$ cat src/rtl/canvas_pkg.sv
// canvas_pkg
// Shared definitions for the pixel canvas front end of the digit classifier.
//   CANVAS_DIM    : canvas edge length in pixels (28)
//   CANVAS_PIX    : total pixel count, width of the pixel bus (784)
//   DIGIT_INVALID : result code shown when no classification is held
//   state_e       : controller states (edit, start request, wait for network)
//   pix_index     : maps a (x, y) coordinate to its bit in the pixel bus
package canvas_pkg;

  localparam int CANVAS_DIM = 28;
  localparam int CANVAS_PIX = 784;
  localparam logic [3:0] DIGIT_INVALID = 4'hF;

  typedef enum logic [1:0] {
    ST_EDIT     = 2'd0,
    ST_RUN_REQ  = 2'd1,
    ST_RUN_WAIT = 2'd2
  } state_e;

  // Row-major layout: bit index = y*28 + x, always below 784 for legal coordinates.
  function automatic logic [9:0] pix_index(input logic [4:0] x, input logic [4:0] y);
    return 10'(y) * 10'(CANVAS_DIM) + 10'(x);
  endfunction

endpackage

$ cat src/rtl/canvas_brush_mask.sv
// canvas_brush_mask
// Combinational brush footprint generator. Turns the cursor position into a
// 784-bit write mask used by the canvas update.
// Configuration macro: CANVAS_BRUSH3_EN
//   defined   : 3x3 block centred on the cursor, off-canvas cells dropped
//   undefined : only the cursor pixel
// Ports:
//   cursor_x, cursor_y : cursor coordinates, 0..27
//   mask               : one bit per canvas pixel that the brush touches
module canvas_brush_mask
  import canvas_pkg::*;
(
  input  logic [4:0]            cursor_x,
  input  logic [4:0]            cursor_y,
  output logic [CANVAS_PIX-1:0] mask
);

`ifdef CANVAS_BRUSH3_EN
  int px;
  int py;
`endif

  // Build the footprint; neighbours are clipped per axis so a brush on the
  // left edge never spills into the end of the previous row.
  always_comb begin
    mask = '0;
`ifdef CANVAS_BRUSH3_EN
    px = 0;
    py = 0;
    for (int dy = -1; dy <= 1; dy++) begin
      for (int dx = -1; dx <= 1; dx++) begin
        px = int'(cursor_x) + dx;
        py = int'(cursor_y) + dy;
        if (px >= 0 && px < CANVAS_DIM && py >= 0 && py < CANVAS_DIM) begin
          mask[pix_index(5'(px), 5'(py))] = 1'b1;
        end
      end
    end
`else
    mask[pix_index(cursor_x, cursor_y)] = 1'b1;
`endif
  end

endmodule

$ cat src/rtl/pixel_canvas_ctrl.sv
// pixel_canvas_ctrl
// Front end for the digit classifier network: holds the 28x28 binary canvas,
// moves a cursor, paints/erases, and runs one classification per request
// with a watchdog that recovers if the network never reports done.
// Configuration macro: CANVAS_BRUSH3_EN (3x3 brush, see canvas_brush_mask).
// Parameters:
//   TIMEOUT_CYCLES : cycles allowed waiting for nn_done (>= 2)
//   CURSOR_RST     : reset value of both cursor coordinates (0..27)
// Ports:
//   clk, resetn                 : clock, synchronous active-high reset
//   mv_up/down/left/right       : one-cycle cursor steps (up decreases y)
//   paint, ink                  : brush write enable and value
//   clear                       : zero the canvas and drop the result
//   run                         : request a classification
//   nn_done, nn_argmax          : network completion and answer
//   pixel_data                  : canvas, bit y*28+x
//   nn_start                    : one-cycle start pulse to the network
//   cursor_x, cursor_y          : cursor position
//   busy                        : classification in progress
//   result_valid, result_digit  : latched answer (4'hF when invalid)
//   timeout                     : sticky, last run was aborted
module pixel_canvas_ctrl
  import canvas_pkg::*;
#(
  parameter int TIMEOUT_CYCLES = 1048576,
  parameter int CURSOR_RST     = 13
) (
  input  logic                  clk,
  input  logic                  resetn,
  input  logic                  mv_up,
  input  logic                  mv_down,
  input  logic                  mv_left,
  input  logic                  mv_right,
  input  logic                  paint,
  input  logic                  ink,
  input  logic                  clear,
  input  logic                  run,
  input  logic                  nn_done,
  input  logic [3:0]            nn_argmax,
  output logic [CANVAS_PIX-1:0] pixel_data,
  output logic                  nn_start,
  output logic [4:0]            cursor_x,
  output logic [4:0]            cursor_y,
  output logic                  busy,
  output logic                  result_valid,
  output logic [3:0]            result_digit,
  output logic                  timeout
);

  localparam int         WD_W      = $clog2(TIMEOUT_CYCLES);
  localparam logic [WD_W-1:0] WD_LOAD = WD_W'(TIMEOUT_CYCLES - 1);
  localparam logic [4:0] COORD_MAX = 5'(CANVAS_DIM - 1);
  localparam logic [4:0] COORD_RST = 5'(CURSOR_RST);

  state_e                state_q, state_d;
  logic [CANVAS_PIX-1:0] pix_q, pix_d;
  logic [4:0]            cx_q, cx_d, cy_q, cy_d;
  logic                  start_q, start_d;
  logic                  busy_q, busy_d;
  logic                  valid_q, valid_d;
  logic [3:0]            digit_q, digit_d;
  logic                  tout_q, tout_d;
  logic [WD_W-1:0]       wd_q, wd_d;
  logic [CANVAS_PIX-1:0] brushMask;

  canvas_brush_mask u_mask (
    .cursor_x (cx_q),
    .cursor_y (cy_q),
    .mask     (brushMask)
  );

  // Next-state logic. Paint uses the pre-move cursor because the mask is
  // derived from the registered position; clear takes priority over paint.
  // nn_start and busy are derived from the next state so they are registered.
  always_comb begin
    state_d = state_q;
    pix_d   = pix_q;
    cx_d    = cx_q;
    cy_d    = cy_q;
    valid_d = valid_q;
    digit_d = digit_q;
    tout_d  = tout_q;
    wd_d    = wd_q;
    case (state_q)
      ST_EDIT: begin
        if (clear) begin
          pix_d   = '0;
          valid_d = 1'b0;
          digit_d = DIGIT_INVALID;
          tout_d  = 1'b0;
        end else if (paint) begin
          pix_d = (pix_q & ~brushMask) | (brushMask & {CANVAS_PIX{ink}});
        end
        if (mv_right && !mv_left && cx_q != COORD_MAX) cx_d = cx_q + 5'd1;
        if (mv_left && !mv_right && cx_q != 5'd0)      cx_d = cx_q - 5'd1;
        if (mv_down && !mv_up && cy_q != COORD_MAX)    cy_d = cy_q + 5'd1;
        if (mv_up && !mv_down && cy_q != 5'd0)         cy_d = cy_q - 5'd1;
        if (run) begin
          state_d = ST_RUN_REQ;
          valid_d = 1'b0;
          digit_d = DIGIT_INVALID;
          tout_d  = 1'b0;
        end
      end
      ST_RUN_REQ: begin
        wd_d    = WD_LOAD;
        state_d = ST_RUN_WAIT;
      end
      ST_RUN_WAIT: begin
        if (nn_done) begin
          digit_d = nn_argmax;
          valid_d = 1'b1;
          state_d = ST_EDIT;
        end else if (wd_q == '0) begin
          tout_d  = 1'b1;
          digit_d = DIGIT_INVALID;
          state_d = ST_EDIT;
        end else begin
          wd_d = wd_q - WD_W'(1);
        end
      end
      default: state_d = ST_EDIT;
    endcase
    start_d = (state_d == ST_RUN_REQ);
    busy_d  = (state_d != ST_EDIT);
  end

  // State and output registers with synchronous reset.
  always_ff @(posedge clk) begin
    if (resetn) begin
      state_q <= ST_EDIT;
      pix_q   <= '0;
      cx_q    <= COORD_RST;
      cy_q    <= COORD_RST;
      start_q <= 1'b0;
      busy_q  <= 1'b0;
      valid_q <= 1'b0;
      digit_q <= DIGIT_INVALID;
      tout_q  <= 1'b0;
      wd_q    <= '0;
    end else begin
      state_q <= state_d;
      pix_q   <= pix_d;
      cx_q    <= cx_d;
      cy_q    <= cy_d;
      start_q <= start_d;
      busy_q  <= busy_d;
      valid_q <= valid_d;
      digit_q <= digit_d;
      tout_q  <= tout_d;
      wd_q    <= wd_d;
    end
  end

  assign pixel_data   = pix_q;
  assign nn_start     = start_q;
  assign cursor_x     = cx_q;
  assign cursor_y     = cy_q;
  assign busy         = busy_q;
  assign result_valid = valid_q;
  assign result_digit = digit_q;
  assign timeout      = tout_q;

endmodule

$ cat config.mk
export PLATFORM = sky130hd
export DESIGN_NAME = pixel_canvas_ctrl
export DESIGN_NICKNAME = d
export VERILOG_FILES = /design/src/rtl/canvas_pkg.sv /design/src/rtl/canvas_brush_mask.sv /design/src/rtl/pixel_canvas_ctrl.sv
export SDC_FILE = /design/constraint.sdc
export NUM_CORES = 2
export LEC_CHECK = 0
export CORE_MARGIN = 2
export CORE_UTILIZATION = 30
export DETAILED_ROUTE_END_ITERATION = 10
export PLACE_DENSITY = 0.61
export SYNTH_ARGS = -nofsm -noshare
export SYNTH_HDL_FRONTEND = slang
export SYNTH_SLANG_ARGS = --single-unit
export TNS_END_PERCENT = 50
$ cat constraint.sdc
create_clock -name clk -period 3.9 [get_ports clk]
set_input_delay 1.17 -clock clk [delete_from_list [all_inputs] [get_ports clk]]
set_output_delay 1.17 -clock clk [all_outputs]
set_load 0.02 [all_outputs]
# ---- Yosys cells after proc, flatten, opt, wreduce, memory -nomap -nowiden
# Cells that the tools add are included.
dict set report op_classes {
  n_addsub 6
  reduce_logical 30
  magnitude_cmp 2
  n_bitwise 4
  mul 1
  muxes 27
  n_eq_ne 11
}
# operator count
set ops {}
lappend ops {{$and A784 B784 Y784} 2}
lappend ops {{$mux W784} 2}
lappend ops {{$not A784 Y784} 1}
lappend ops {{$or A784 B784 Y784} 1}
lappend ops {{$mux W20} 2}
lappend ops {{$pmux W20 S2} 1}
lappend ops {{$logic_not A20 Y1} 1}
lappend ops {{$mux W5} 4}
lappend ops {{$sub A20 B1 Y20 const B} 1}
lappend ops {{$mux W4} 4}
lappend ops {{$reduce_bool A2 Y1} 6}
lappend ops {{$lt A10 B11 Y1 const B} 1}
lappend ops {{$add A10 B5 Y10} 1}
lappend ops {{$add A5 B1 Y5 const B} 2}
lappend ops {{$demux W1 S10} 1}
lappend ops {{$ge A10 B1 Y1 const B} 1}
lappend ops {{$ne A5 B5 Y1 const B} 2}
lappend ops {{$reduce_bool A5 Y1} 2}
lappend ops {{$sub A5 B1 Y5 const B} 2}
lappend ops {{$logic_and A1 B1 Y1} 9}
lappend ops {{$reduce_and A3 Y1} 3}
lappend ops {{$mul A5 B3 Y8 const B} 1}
lappend ops {{$ne A2 B2 Y1 const B} 4}
lappend ops {{$pmux W4 S2} 1}
lappend ops {{11 further kinds} 26}
dict set report totals {
  output_inout_bits 802
  in_bits 15
  elab_cells 91
  register_bits 824
}

# ---- Longest topological paths before layout
dict set report logic_depth {
  depth_word 11
  depth_mapped 15
  depth_no_buf 11
}

# ---- Cells and area by module
# Synthesis repeated with hierarchy kept, for this count alone.
dict set report unflattened {
  hier_cells 5747
  area_unflattened_um2 38737.2
}
# mod seq_area_each_um2 n_inst area_per_inst_um2 cells_each
set by_module_without_submodules {}
lappend by_module_without_submodules {pixel_canvas_ctrl 16495.8 1 32899.1 4507}
lappend by_module_without_submodules {canvas_brush_mask 0.0 1 5838.1 1240}

# ---- Least setup slack after synthesis
# OpenSTA, ideal clock, no wires.
dict set report synth_timing {
  kind {register to register}
  from {register cy_q[2], in the netlist cursor_y[2]}
  to {register pix_q[353], in the netlist pixel_data[353]}
  stages_incl_launch_ff 15
  n_path_buf 3
  period_less_slack_ns 3.949
  required_time_ns 3.828
  setup_ns 0.072
  path_slack_ns -0.049
  t_arrival_ns 3.877
  cell_sequence {dfxtp_1 -> inv_1 -> fa_1 -> inv_1 -> ha_1 -> fa_1 -> a211o_1 -> and3_1 -> clkbuf_1 -> nor3_2 -> a32oi_1 -> clkbuf_1 -> buf_2 -> a211oi_1 -> mux2i_1}
}
dict set report synth_between {
  elab_chain_cells 11
  elab_cells_between_ends 13
  cone_classes {1 x add/sub; 1 x mul; 2 x order compare; 4 x mux; 4 x bitwise; 1 x reduce/logical}
}
# item line
set synth_lines {}
lappend synth_lines {{start: declaration} pixel_canvas_ctrl.sv:57} ;# logic [4:0] cx_q, cx_d, cy_q, cy_d;
lappend synth_lines {{start signal: assignment} pixel_canvas_ctrl.sv:145} ;# cy_q <= cy_d;
lappend synth_lines {{$mul A5 B3 Y8 *} canvas_pkg.sv:22} ;# return 10'(y) * 10'(CANVAS_DIM) + 10'(x);
lappend synth_lines {{$add A10 B5 Y10 *} canvas_pkg.sv:22}
lappend synth_lines {{$lt A10 B11 Y1 (implied by the code) / $ge A10 B1 Y1 (equally long branches)} canvas_brush_mask.sv:40} ;# mask[pix_index(cursor_x, cursor_y)] = 1'b1;
lappend synth_lines {{$logic_and A1 B1 Y1 (implied by the code)} canvas_brush_mask.sv:40}
lappend synth_lines {{$mux W1 (implied by the code)} canvas_brush_mask.sv:40}
lappend synth_lines {{$demux W1 S10 *} n/a}
lappend synth_lines {{$not A784 Y784} pixel_canvas_ctrl.sv:92} ;# pix_d = (pix_q & ~brushMask) | (brushMask & {CANVAS_PIX{ink}});
lappend synth_lines {{$and A784 B784 Y784} pixel_canvas_ctrl.sv:92}
lappend synth_lines {{$or A784 B784 Y784 *} pixel_canvas_ctrl.sv:92}
lappend synth_lines {{$mux W784 *} pixel_canvas_ctrl.sv:91} ;# end else if (paint) begin
lappend synth_lines {{$mux W784 *} pixel_canvas_ctrl.sv:86} ;# if (clear) begin
lappend synth_lines {{end signal: assignment} pixel_canvas_ctrl.sv:143} ;# pix_q <= pix_d;
lappend synth_lines {{end: declaration} pixel_canvas_ctrl.sv:56} ;# logic [CANVAS_PIX-1:0] pix_q, pix_d;
# Mark *: on every way between the ends. The rest lies on a longest branch, timed or not. The select of a mux whose other input is x is not followed.
# A chain may end at the register's enable or synchronous reset.

# ---- Final worst setup path
dict set report layout_timing {
  from {register cy_q[0], in the netlist cursor_y[0]}
  to {register pix_q[273], in the netlist pixel_data[273]}
}
# The elaborated chain is that of the path after synthesis.

==> summary.txt <==
Global routing
  – Pin count of the biggest net entering global routing: 128
  – Overflow after GRT: 0
  – Initial antenna violation count: 6
  – Vias in the first global route: 35791
  – GRT Total Usage: 31.6%
  – First-pass GRT wire length: 276 mm

CTS
  – TritonCTS clock tree: yes
  – CTS Hold Bufs: 0
  – CTS Sinks: 824
  – Clock Path Buffers: 3
  – CTS Buf Count: 94
  – Clock slew at the register clock pins of the worst setup and hold paths: 70 ps
  – Root Driver: clkbuf_16
  – Htree depth: 3
  – Clk_lat worst skew: 700 ps

Worst hold path
  – Hold WC Path Type: register to register
  – Hold Path Depth: 2

Placed design
  – Post-DP Area: 0.0474 mm2
  – DPL Wire Length: 146 mm
  – Port Buffer Count: 816
  – # placed instances: 6340
  – GP Congestion: 0.960

Floorplan
  – Starting Density: 30.2%
  – Die height: 345 um
  – Die area: 0.119 mm2
  – Row count: 125
  – IO Pins: 817
  – Die width: 345 um
  – CORE AREA: 0.116 mm2

Synth
  – Synthesized cell area: 0.0350 mm2
  – Synth Flop Type: dfxtp_1
  – Seq/Total Area, Yosys: 47.2%
  – Syn_nets: 4114
  – Synth async-reset ratio: 0%
  – Leading post-synthesis cells by cell area: dfxtp_1, nand2_1, o21ai_0
  – Area leader, netlist: dfxtp_1
  – Cells after Synth: 4070
  – FF+latch count, synth: 824
  – Syn Area/Cell: 8.60 um2
  – Post-synth EDFFs: 0
  – Synth top area share: 47.2%
  – Synth warn: 0
  – Netlist cell types: 70

Timing
  – Final setup viols: 0
  – Slew Viols, Final: 0
  – Max Fclk: 260 MHz
  – Final Hold Fails: 0
  – Setup_tns: 0 ps
  – Clk_skew: 29.5 ps
  – Relative slew slack: 37.0%
  – Slew @ Worst Pin: 946 ps
  – RSZ-0062 raised after global routing: true
  – Fin crit period: 3840 ps
  – Fin crit share: 98.5%

Layout
  – Design Area, Final: 0.0512 mm2
  – Finished Layout Cells: 6534
  – Layout Nets: 4975
  – Number of fill cells: 11280
  – Share of cells above drive strength 1: 12.4%
  – Most frequent cells in the layout: dfxtp_1, clkdlybuf4s50_1, nand2_1
  – Area grow syn2layout: 46.4%
  – Most common cell after layout, fill and taps aside: dfxtp_1

Critical path
  – WP data arrival: 4400 ps
  – Worst EP required: 4460 ps
  – Worst R2R Path Depth: 13
  – Setup CP Type: register to register
  – Endpoint class of the critical path: register
  – CP Max Fanout: 32
  – Startpoint Class: register

Drt
  – 1st-iter DRT viols: 4797
  – Initial DRT Pass Iterations: 6
  – Total Routed Length: 201 mm
  – DR WL/cell: 30.7 um
  – Via count: 38853
  – ANT nets after route: 0
  – DR DRC count: 0
  – Routed vias/inst: 5.95

Pwr
  – P_leak: 16.6 nW
  – VDD IR max: 0.646 mV
  – PD cells: 613 mW/mm2

Flow run
  – Max Cap Viol: 0

Status
  – Status: finished, final reports clean
[power by group]
group          internal (mW)  switching [mW]  leakage [nW]
sequential              8.46          0.0480          6.64
clock                   5.69            3.88          1.61
combinational           3.68            9.62          8.39
total                   17.8            13.6          16.6
[state kept, by name (all words and copies together), names as in the netlist]
name / count
busy: 1
cursor_x: 5
cursor_y: 5
nn_start: 1
pixel_data: 784
result_digit: 4
result_valid: 1
state_q: 2
timeout: 1
wd_q: 20
[per-layer routing]
metal	up-vias	track usage (%)	part of all wire, %
met5	-	0	0.0035
li1	16917	-	-
met2	2381	48.7	44
met1	19026	40.1	40
met3	527	9.00	11
met4	2	16.3	6.1
[final timing paths]
path                                 from  slack (ps)                      endpoint
max              cursor_y[0]$_SDFFE_PP1P_          60  pixel_data[273]$_SDFFE_PP0P_
min          pixel_data[102]$_SDFFE_PP0P_         460  pixel_data[102]$_SDFFE_PP0P_
max reg2reg      cursor_y[0]$_SDFFE_PP1P_          60  pixel_data[273]$_SDFFE_PP0P_
min reg2reg  pixel_data[102]$_SDFFE_PP0P_         460  pixel_data[102]$_SDFFE_PP0P_
[cell usage after synthesis, types with 87 or more instances]
master and instances:
clkbuf_1 358, o22ai_1 212, o31ai_1 139, o21ai_0 296, nor2_1 138, nand2_1 601, nor4_1 103, a21oi_1 144
nand3_1 206, o311ai_0 87, o211ai_1 169, mux2i_1 96, dfxtp_1 824, nor3_1 91
[logic make-up after synthesis]
logic type               share of synthesized area, %
flip-flops                                       47.2
AO/OA/AOI/OAI                                    26.2
multiplexers                                     2.75
XOR/XNOR                                        0.748
AND/OR/NAND/NOR                                  17.0
buffers and inverters                            4.93
adder cells (fa/ha/maj)                          1.21
[area by class of cell]
class	count	area (um2)	area share [%]
flip-flops and latches	824	16500	32.2
diodes	3	7.51	0.0147
clock inverters	38	559	1.09
clock buffers	134	2740	5.34
inverters	24	92.6	0.181
well taps	1524	1910	3.72
repair buffers	1186	12100	23.7
multi-input cells	2801	17300	33.7
[critical path: stages (launching register included)]
cell     delay (ps)
dfxtp_2         330
inv_1            80
fa_1            550
inv_1            40
ha_1            230
fa_2            400
a211o_1         360
nand3_1         340
a21oi_4         170
a32oi_4         290
buf_12          150
buf_6           360
a21oi_1         220
mux2i_1         160
[stage by stage]
step | total power [mW] | worst slack (ps) | hold slack (ps) | util [%]
4_1_cts | 30.3 | -30.4 | 460 | 43.9
2_1_floorplan | 14.7 | 102 | 434 | -
6_report | 31.4 | 59.0 | 457 | 44.2
3_5_place_dp | 20.6 | -273 | 448 | 40.9
3_3_place_gp | 20.6 | -284 | 444 | 40.9
5_1_grt | 32.2 | -29.7 | 470 | 44.2
[what timing repair did]
| item | in CTS | in global routing |
|---|---|---|
| pin swaps | 3 | 4 |
| gates resized for setup | 11 | 77 |
| cloned | 0 | 6 |
| setup buffers | 2 | 11 |
| setup endpoints to repair | 46 | 570 |
Power figures use the tool's default switching activity.
